$ cat src/rtl/pipeline_ctrl.sv
// Hazard/stall/flush controller for a 5-stage in-order pipeline: memory freeze,
// halt drain, load-use and branch stalls, redirects, memory timeout and perf counters.
module pipeline_ctrl #(
    parameter int DRAIN_CYCLES = 3,
    parameter int MEM_TIMEOUT  = 255,
    parameter int CNT_W        = 16
) (
    input  logic             clk,
    input  logic             rst_n,
    input  logic             load_use_req,
    input  logic             branch_stall_req,
    input  logic             redirect_req,
    input  logic             dmem_busy,
    input  logic             halt_req,
    input  logic             resume,
    input  logic             clr_cnt,
    output logic             PCWrite,
    output logic             stall_IF_ID,
    output logic             stall_ID_EX,
    output logic             stall_EX_MEM,
    output logic             stall_MEM_WB,
    output logic             flush_IF_ID,
    output logic             flush_ID_EX,
    output logic             flush_EX_MEM,
    output logic             flush_MEM_WB,
    output logic             halted,
    output logic             mem_err,
    output logic [1:0]       state,
    output logic [CNT_W-1:0] stall_cnt,
    output logic [CNT_W-1:0] flush_cnt
);

    typedef enum logic [1:0] {
        RUN      = 2'b00,
        MEM_WAIT = 2'b01,
        DRAIN    = 2'b10,
        HALTED   = 2'b11
    } state_e;

    localparam logic [8:0] TIMEOUT    = 9'(MEM_TIMEOUT);
    localparam logic [3:0] DRAIN_LOAD = 4'(DRAIN_CYCLES);

    state_e           state_q, state_d;
    logic [3:0]       drain_q, drain_d;
    logic [7:0]       busy_q, busy_d;
    logic             mem_err_q, mem_err_d;
    logic [CNT_W-1:0] stall_cnt_q, stall_cnt_d;
    logic [CNT_W-1:0] flush_cnt_q, flush_cnt_d;
    logic             redirect_taken;
    logic             stall_inc;

    // State register. Reset is synchronous, so rst_n is sampled like any data input.
    always_ff @(posedge clk) begin
        // NOTE: non-blocking assignments here so every register samples the pre-edge values.
        if (!rst_n) begin
            state_q     <= RUN;
            drain_q     <= '0;
            busy_q      <= '0;
            mem_err_q   <= 1'b0;
            stall_cnt_q <= '0;
            flush_cnt_q <= '0;
        end else begin
            state_q     <= state_d;
            drain_q     <= drain_d;
            busy_q      <= busy_d;
            mem_err_q   <= mem_err_d;
            stall_cnt_q <= stall_cnt_d;
            flush_cnt_q <= flush_cnt_d;
        end
    end

    // Next-state logic; MEM_WAIT with memory ready is decoded exactly like RUN.
    always_comb begin
        // NOTE: defaults first so every path assigns every variable and no latch is inferred.
        state_d = state_q;
        drain_d = drain_q;
        unique case (state_q)
            RUN, MEM_WAIT: begin
                if (dmem_busy) begin
                    state_d = MEM_WAIT;
                end else if (halt_req) begin
                    state_d = DRAIN;
                    drain_d = DRAIN_LOAD;
                end else begin
                    state_d = RUN;
                end
            end
            DRAIN: begin
                if (!dmem_busy) begin
                    drain_d = drain_q - 4'd1;
                    if (drain_q <= 4'd1) state_d = HALTED;
                end
            end
            HALTED: begin
                if (resume) state_d = RUN;
            end
        endcase
    end

    // Output decode: reset pattern, then halted, then memory freeze, then drain, then RUN priorities.
    always_comb begin
        PCWrite        = 1'b1;
        stall_IF_ID    = 1'b0;
        stall_ID_EX    = 1'b0;
        stall_EX_MEM   = 1'b0;
        stall_MEM_WB   = 1'b0;
        flush_IF_ID    = 1'b0;
        flush_ID_EX    = 1'b0;
        flush_EX_MEM   = 1'b0;
        flush_MEM_WB   = 1'b0;
        halted         = 1'b0;
        redirect_taken = 1'b0;
        if (!rst_n) begin
            PCWrite      = 1'b0;
            flush_IF_ID  = 1'b1;
            flush_ID_EX  = 1'b1;
            flush_EX_MEM = 1'b1;
            flush_MEM_WB = 1'b1;
        end else if (state_q == HALTED) begin
            PCWrite      = 1'b0;
            stall_IF_ID  = 1'b1;
            stall_ID_EX  = 1'b1;
            stall_EX_MEM = 1'b1;
            stall_MEM_WB = 1'b1;
            halted       = 1'b1;
        end else if (dmem_busy) begin
            // MEM holds its access; a bubble goes to WB so nothing retires twice.
            PCWrite      = 1'b0;
            stall_IF_ID  = 1'b1;
            stall_ID_EX  = 1'b1;
            stall_EX_MEM = 1'b1;
            flush_MEM_WB = 1'b1;
        end else if (state_q == DRAIN || halt_req) begin
            PCWrite     = 1'b0;
            flush_IF_ID = 1'b1;
        end else if (load_use_req || branch_stall_req) begin
            PCWrite     = 1'b0;
            stall_IF_ID = 1'b1;
            flush_ID_EX = 1'b1;
        end else if (redirect_req) begin
            flush_IF_ID    = 1'b1;
            redirect_taken = 1'b1;
        end
    end

    assign stall_inc = !PCWrite && (state_q == RUN || state_q == MEM_WAIT);

    // Performance counters and memory-timeout watchdog.
    always_comb begin
        stall_cnt_d = stall_cnt_q;
        flush_cnt_d = flush_cnt_q;
        if (clr_cnt) begin
            stall_cnt_d = '0;
            flush_cnt_d = '0;
        end else begin
            if (stall_inc && stall_cnt_q != '1)      stall_cnt_d = stall_cnt_q + 1'b1;
            if (redirect_taken && flush_cnt_q != '1) flush_cnt_d = flush_cnt_q + 1'b1;
        end
        busy_d = '0;
        if (dmem_busy) busy_d = (busy_q == 8'hFF) ? busy_q : busy_q + 8'd1;
        mem_err_d = mem_err_q | (dmem_busy && (({1'b0, busy_q} + 9'd1) >= TIMEOUT));
    end

    assign state     = state_q;
    assign mem_err   = mem_err_q;
    assign stall_cnt = stall_cnt_q;
    assign flush_cnt = flush_cnt_q;

endmodule

$ cat config.mk
export PLATFORM = sky130hd
export DESIGN_NAME = pipeline_ctrl
export DESIGN_NICKNAME = d
export VERILOG_FILES = /design/src/rtl/pipeline_ctrl.sv
export SDC_FILE = /design/constraint.sdc
export NUM_CORES = 1
export LEC_CHECK = 0
export CORE_MARGIN = 3
export CORE_UTILIZATION = 40
export DETAILED_ROUTE_END_ITERATION = 7
export GPL_TIMING_DRIVEN = 0
export PLACE_DENSITY = 0.68
export SLEW_MARGIN = 20
export SYNTH_ARGS = -nofsm -noshare
export SYNTH_HDL_FRONTEND = slang
export SYNTH_SLANG_ARGS = --single-unit
$ cat constraint.sdc
create_clock -name clk -period 2.3 [get_ports clk]
set_input_delay 0.46 -clock clk [delete_from_list [all_inputs] [get_ports clk]]
set_output_delay 0.46 -clock clk [all_outputs]
set_load 0.1 [all_outputs]
* Yosys cells after proc, flatten, opt, wreduce, memory -nomap -nowiden
Index checks and enable logic that the tools add are counted.
** Storage, ports and cells
- Logic and storage cells :: 82
- Input port bits :: 9
- Flip-flop bits (word level) :: 47
- Output and inout bits :: 45
** Operators by class
- $add $sub $neg :: 5
- Reduce and logical (&&, ||, !) cells :: 15
- Muxes and demuxes :: 41
- Bitwise operators :: 2
- Order comparisons :: 2
- Equal/unequal tests :: 11
** Operators with widths (number)
- $add 16x1->16 const B :: 2
- $ne 16x16->1 const B :: 2
- $mux 1 :: 31
- $mux 4 :: 3
- $mux 2 :: 5
- $ne 2x2->1 const B :: 5
- $add 8x1->9 const B :: 1
- $ge 9x8->1 const B :: 1
- $add 8x1->8 const B :: 1
- $eq 8x8->1 const B :: 1
- $pmux 4 s2 :: 1
- $pmux 2 s3 :: 1
- $eq 2x2->1 const B :: 2
- $le 4x1->1 const B :: 1
- $logic_and 1x1->1 :: 4
- $reduce_and 4->1 :: 1
- $reduce_or 2->1 :: 2
- $sub 4x1->4 const B :: 1
- $logic_or 1x1->1 :: 3
- $reduce_and 3->1 :: 1
- $eq 2x1->1 const B :: 1
- $logic_not 2->1 :: 1
- $reduce_and 2->1 :: 1
- $reduce_bool 2->1 :: 1
- 3 further kinds :: 3

* Logic depth before layout (Yosys ltp)
- Depth in word-level cells :: 9
- Depth in mapped cells :: 7
- Depth with buffers taken out :: 6

* Worst setup path before layout
Ideal clock, no wire load.
- Kind :: register -> output
- From :: register state_q[1], in the netlist state[1]
- To :: output stall_ID_EX
- Arrival time :: 4.198 ns
- Required time :: 1.840 ns
- Stages on the path, launching flop included :: 5
- Path slack :: -2.358 ns
- Buffers on the path :: 2
- Cells stage by stage :: dfxtp_1 -> clkbuf_1 -> nand2_1 -> o21ai_0 -> buf_4
** On the way
- Cells in the longest elaborated chain, start to end :: 3
** RTL lines
- start: declaration :: line 43 : state_e state_q, state_d;
- start signal: assignment :: line 63 : state_q <= state_d;
- $eq 2x2->1 :: line 119 : end else if (state_q == HALTED) begin
- $mux 1 (2 in a row)
- end: declaration :: line 19 : output logic stall_ID_EX,
No other way between the ends.

* Final worst setup path
- From :: input halt_req
- To :: output flush_IF_ID
** On the way
- Cells in the longest elaborated chain, start to end :: 5
** RTL lines
- start: declaration :: line 14 : input logic halt_req,
- $logic_or 1x1->1 :: line 133 : end else if (state_q == DRAIN || halt_req) begin
- $mux 1 :: line 133
- $mux 1 :: line 126 : end else if (dmem_busy) begin
- $mux 1 :: line 119
- $mux 1 :: line 113 : if (!rst_n) begin
- end: declaration :: line 22 : output logic flush_IF_ID,
No other way between the ends.

==> flow_summary_export.csv <==
group,metric,value,unit
sta,slew_headroom,33.6,%
worst_setup_path,path_cells,"clkdlybuf4s50_1 -> inv_2 -> nor3_2 -> nand2b_4 -> or2_2 -> buf_8",
yosys,synth_area,0.00244,mm2
yosys,ys.flop_type,"dfxtp_1",
place,dp_hpwl,4.10,mm
routing,route.detailed.drc,0,
routing,vias,2279,
cts,cts_tree,"yes",
worst_setup_path,arrival,1.85,ns
hold_path,min_to,"mem_err",
cts,insertion_delay,0.29,ns
global_routing,overflow,0,
yosys,avgSynthCellArea,8.28,um2
worst_setup_path,r2r_end,"stall_cnt[0]",
die,dieHeight,84.1,um
cts,clock_sinks,47,
cts,numCtsBuffers,5,
yosys,async_flop_share,0,%
worst_setup_path,crit_fanout,4,
hold_path,whs_path_depth,2,
sta,fin_setup_tns,-0.00565,ns
yosys,synthCells,295,
finish,layout-drive-gt1-share,18.7,%
run,cap_viol_max_count,0,
routing,drt-initial-drc-count,93,
place,portBuffers,52,
routing,via_per_inst,5.30,
worst_setup_path,ff2ff_path_depth,7,
yosys,yosysSeqAreaShare,38.5,%
place,place.gp.congestion,0.800,
sta,final_max_slew_viol_count,0,
sta,finalCriticalPeriod,2.31,ns
routing,first_pass_iters,4,
yosys,yosys_warnings,0,
worst_setup_path,r2r_slack,0.27,ns
worst_setup_path,crit_path_end_kind,"output port",
worst_setup_path,cp.required,1.84,ns
die,core,0.00571,mm2
power_and_ir_drop,peakVddDrop,0.432,mV
die,rows,27,
finish,area_growth,36.2,%
worst_setup_path,crit_family,"buffers and inverters",
worst_setup_path,crit_type,"primary input to output port",
yosys,synth_edf_count,0,
power_and_ir_drop,power_leakage,0.00134,uW
global_routing,antenna_found_initial,0,
worst_setup_path,critPathBufInv,3,
finish,final_cell_area,0.00333,mm2
finish,antennaDiodeCount,0,
sta,max_freq,434,MHz
die,die-area,0.00708,mm2
routing,drtAntennaViolNets,0,
worst_setup_path,r2r-start,"stall_cnt[0]",
worst_setup_path,slowest_stage,"clkdlybuf4s50_1",
cts,root_buffer,"clkbuf_8",
power_and_ir_drop,power.density,508,mW/mm2
worst_setup_path,cp-start-kind,"primary input",
yosys,synth.distinct_cells,45,
global_routing,grt_max_degree,15,
sta,finalSetupViolations,1,
cts,clk_pin_slew,0.09,ns
die,die_w,84.1,um
cts,ctsLongestPathBuffers,2,
status,violations,"setup timing",
global_routing,grt_pass1_vias,2225,
routing,detail_route.wirelength,5.65,mm
cts,cts_hold_buf,0,
sta,tightest_slew,0.994,ns
global_routing,grt_util_all_layers,16.3,%
cts,h-tree-depth,2,
hold_path,hold_class,"primary input to flop",
global_routing,grt_pass1_wl,9.77,mm
sta,fin_ws,-0.00565,ns
die,start_util,42.8,%
hold_path,worstHoldStart,"rst_n",
status,outcome,"finished, violations left",
sta,finalHoldViolCount,0,
sta,skew,0.0102,ns
worst_setup_path,slowest_delay,0.56,ns
die,io_pins,54,
yosys,synth_nets,310,
yosys,ys_seq_elements,47,
finish,fin_util,58.3,%
place,placed_area,0.00315,mm2
sta,period_share,100,%
finish,layout.nets,372,
routing,routedWlPerCell,13.1,um
## worst register-to-register path, cell delays in order, from the launching register on
cell     delay (ns)
dfxtp_4        0.37
ha_1           0.17
nand3_1        0.17
or4_4          0.59
o21ai_1        0.17
buf_2          0.23
xor2_1         0.16
nor2_1         0.05
## cell type report
type,count,area (um2)
inverters,12,48.8
plain buffers,13,105
well taps,72,90.1
multi-input cells,223,1470
fillers,525,2380
clock buffers,5,68.8
clock inverters,3,38.8
flip-flops and latches,47,973
repair buffers,55,529
## cells by family (layout without fill, tap and decap cells)
| logic type | count (synthesis) | in the layout | share of synthesized area (%) |
|---|---|---|---|
| simple gates | 134 | 134 | 28.7 |
| compound gates | 52 | 52 | 14.0 |
| flops | 47 | 47 | 38.5 |
| xor+xnor | 30 | 30 | 10.8 |
| buf+inv | 25 | 88 | 4.51 |
| fa+ha+maj | 6 | 6 | 3.07 |
| mux | 1 | 1 | 0.410 |
## worst max-delay path by stage
| stage | from | end | cells past startpoint | slack (ns) |
|---|---|---|---|---|
| 5_1_grt | halt_req | flush_IF_ID | 6 | -0.05 |
| 3_5_place_dp | dmem_busy | stall_ID_EX | 6 | -1.36 |
| 4_1_cts | stall_cnt[11] | stall_cnt[11] | 1 | 0.003 |
| 6_report | halt_req | flush_IF_ID | 6 | -0.006 |
| 3_3_place_gp | dmem_busy | stall_ID_EX | 6 | -1.37 |
| 2_1_floorplan | rst_n | stall_ID_EX | 4 | -0.26 |
## report_power, final
group	switching [uW]	leakage [uW]	internal (uW)
Sequential	12.3	0.000391	823
Combinational	189	0.000897	80.2
Clock	267	0.0000556	318
Total	468	0.00134	1220
## sequential cells by signal (all words and copies together), names as in the netlist
name       flops
busy_q         8
mem_err        1
stall_cnt     16
state          2
drain_q        4
flush_cnt     16
## per-stage QoR
stage / power, uW / worst slack [ns] / cells / hold WS, ns
2_1_floorplan: 1050 / -0.262 / 295 / 0.477
4_1_cts: 1700 / 0.00335 / 429 / 0.419
5_1_grt: 1750 / -0.0477 / 430 / 0.428
6_report: 1690 / -0.00565 / 430 / 0.428
3_5_place_dp: 1120 / -1.36 / 419 / 0.474
3_3_place_gp: 1120 / -1.37 / 419 / 0.468
## layout by cell type (no fill, tap or decap), types with 4 or more instances in the layout
master           synthesis  final
a211oi_1                 7      7
a21oi_1                 13     13
and3_1                   4      4
and4_1                   4      4
buf_4                    2      7
clkbuf_1                 9      6
clkbuf_8                 0      5
clkdlybuf4s50_1          0     13
dfxtp_1                 47     27
dfxtp_2                  0     17
dlygate4sd2_1            0     21
dlymetal6s2s_1           0      9
ha_1                     6      6
inv_1                   12     10
nand2_1                 20     19
nand3_1                 14     14
nand4_1                  6      6
nor2_1                  43     40
nor3_1                  11     10
nor3b_1                  4      4
o21ai_0                 10      8
or2_2                    4      4
xnor2_1                 24     24
xor2_1                   6      6
## repair_timing
item | CTS | global route
buffers inserted | 2 | 1
pin swaps | 1 | 3
resized for setup | 82 | 22
endpoints found under the setup margin | 34 | 22
## per-layer routing
metal  part of all wire (%)  track usage, %
met5                      0               0
met4                   0.60            4.39
met3                    4.5            3.83
met2                     49            28.5
met1                     46            20.1
## cell usage after synthesis, types with 5 or more instances
cell      number  area share, %
xor2_1         6            2.2
a211oi_1       7            2.2
ha_1           6            3.1
a21oi_1       13            2.7
nand2_1       20            3.1
clkbuf_1       9            1.4
inv_1         12            1.8
dfxtp_1       47             39
nor3_1        11            2.3
nand4_1        6            1.5
xnor2_1       24            8.6
nand3_1       14            2.9
nor2_1        43            6.6
nor4_1         5            1.3
o21ai_0       10            2.0
Note: power is estimated with default switching activity, not from simulation.
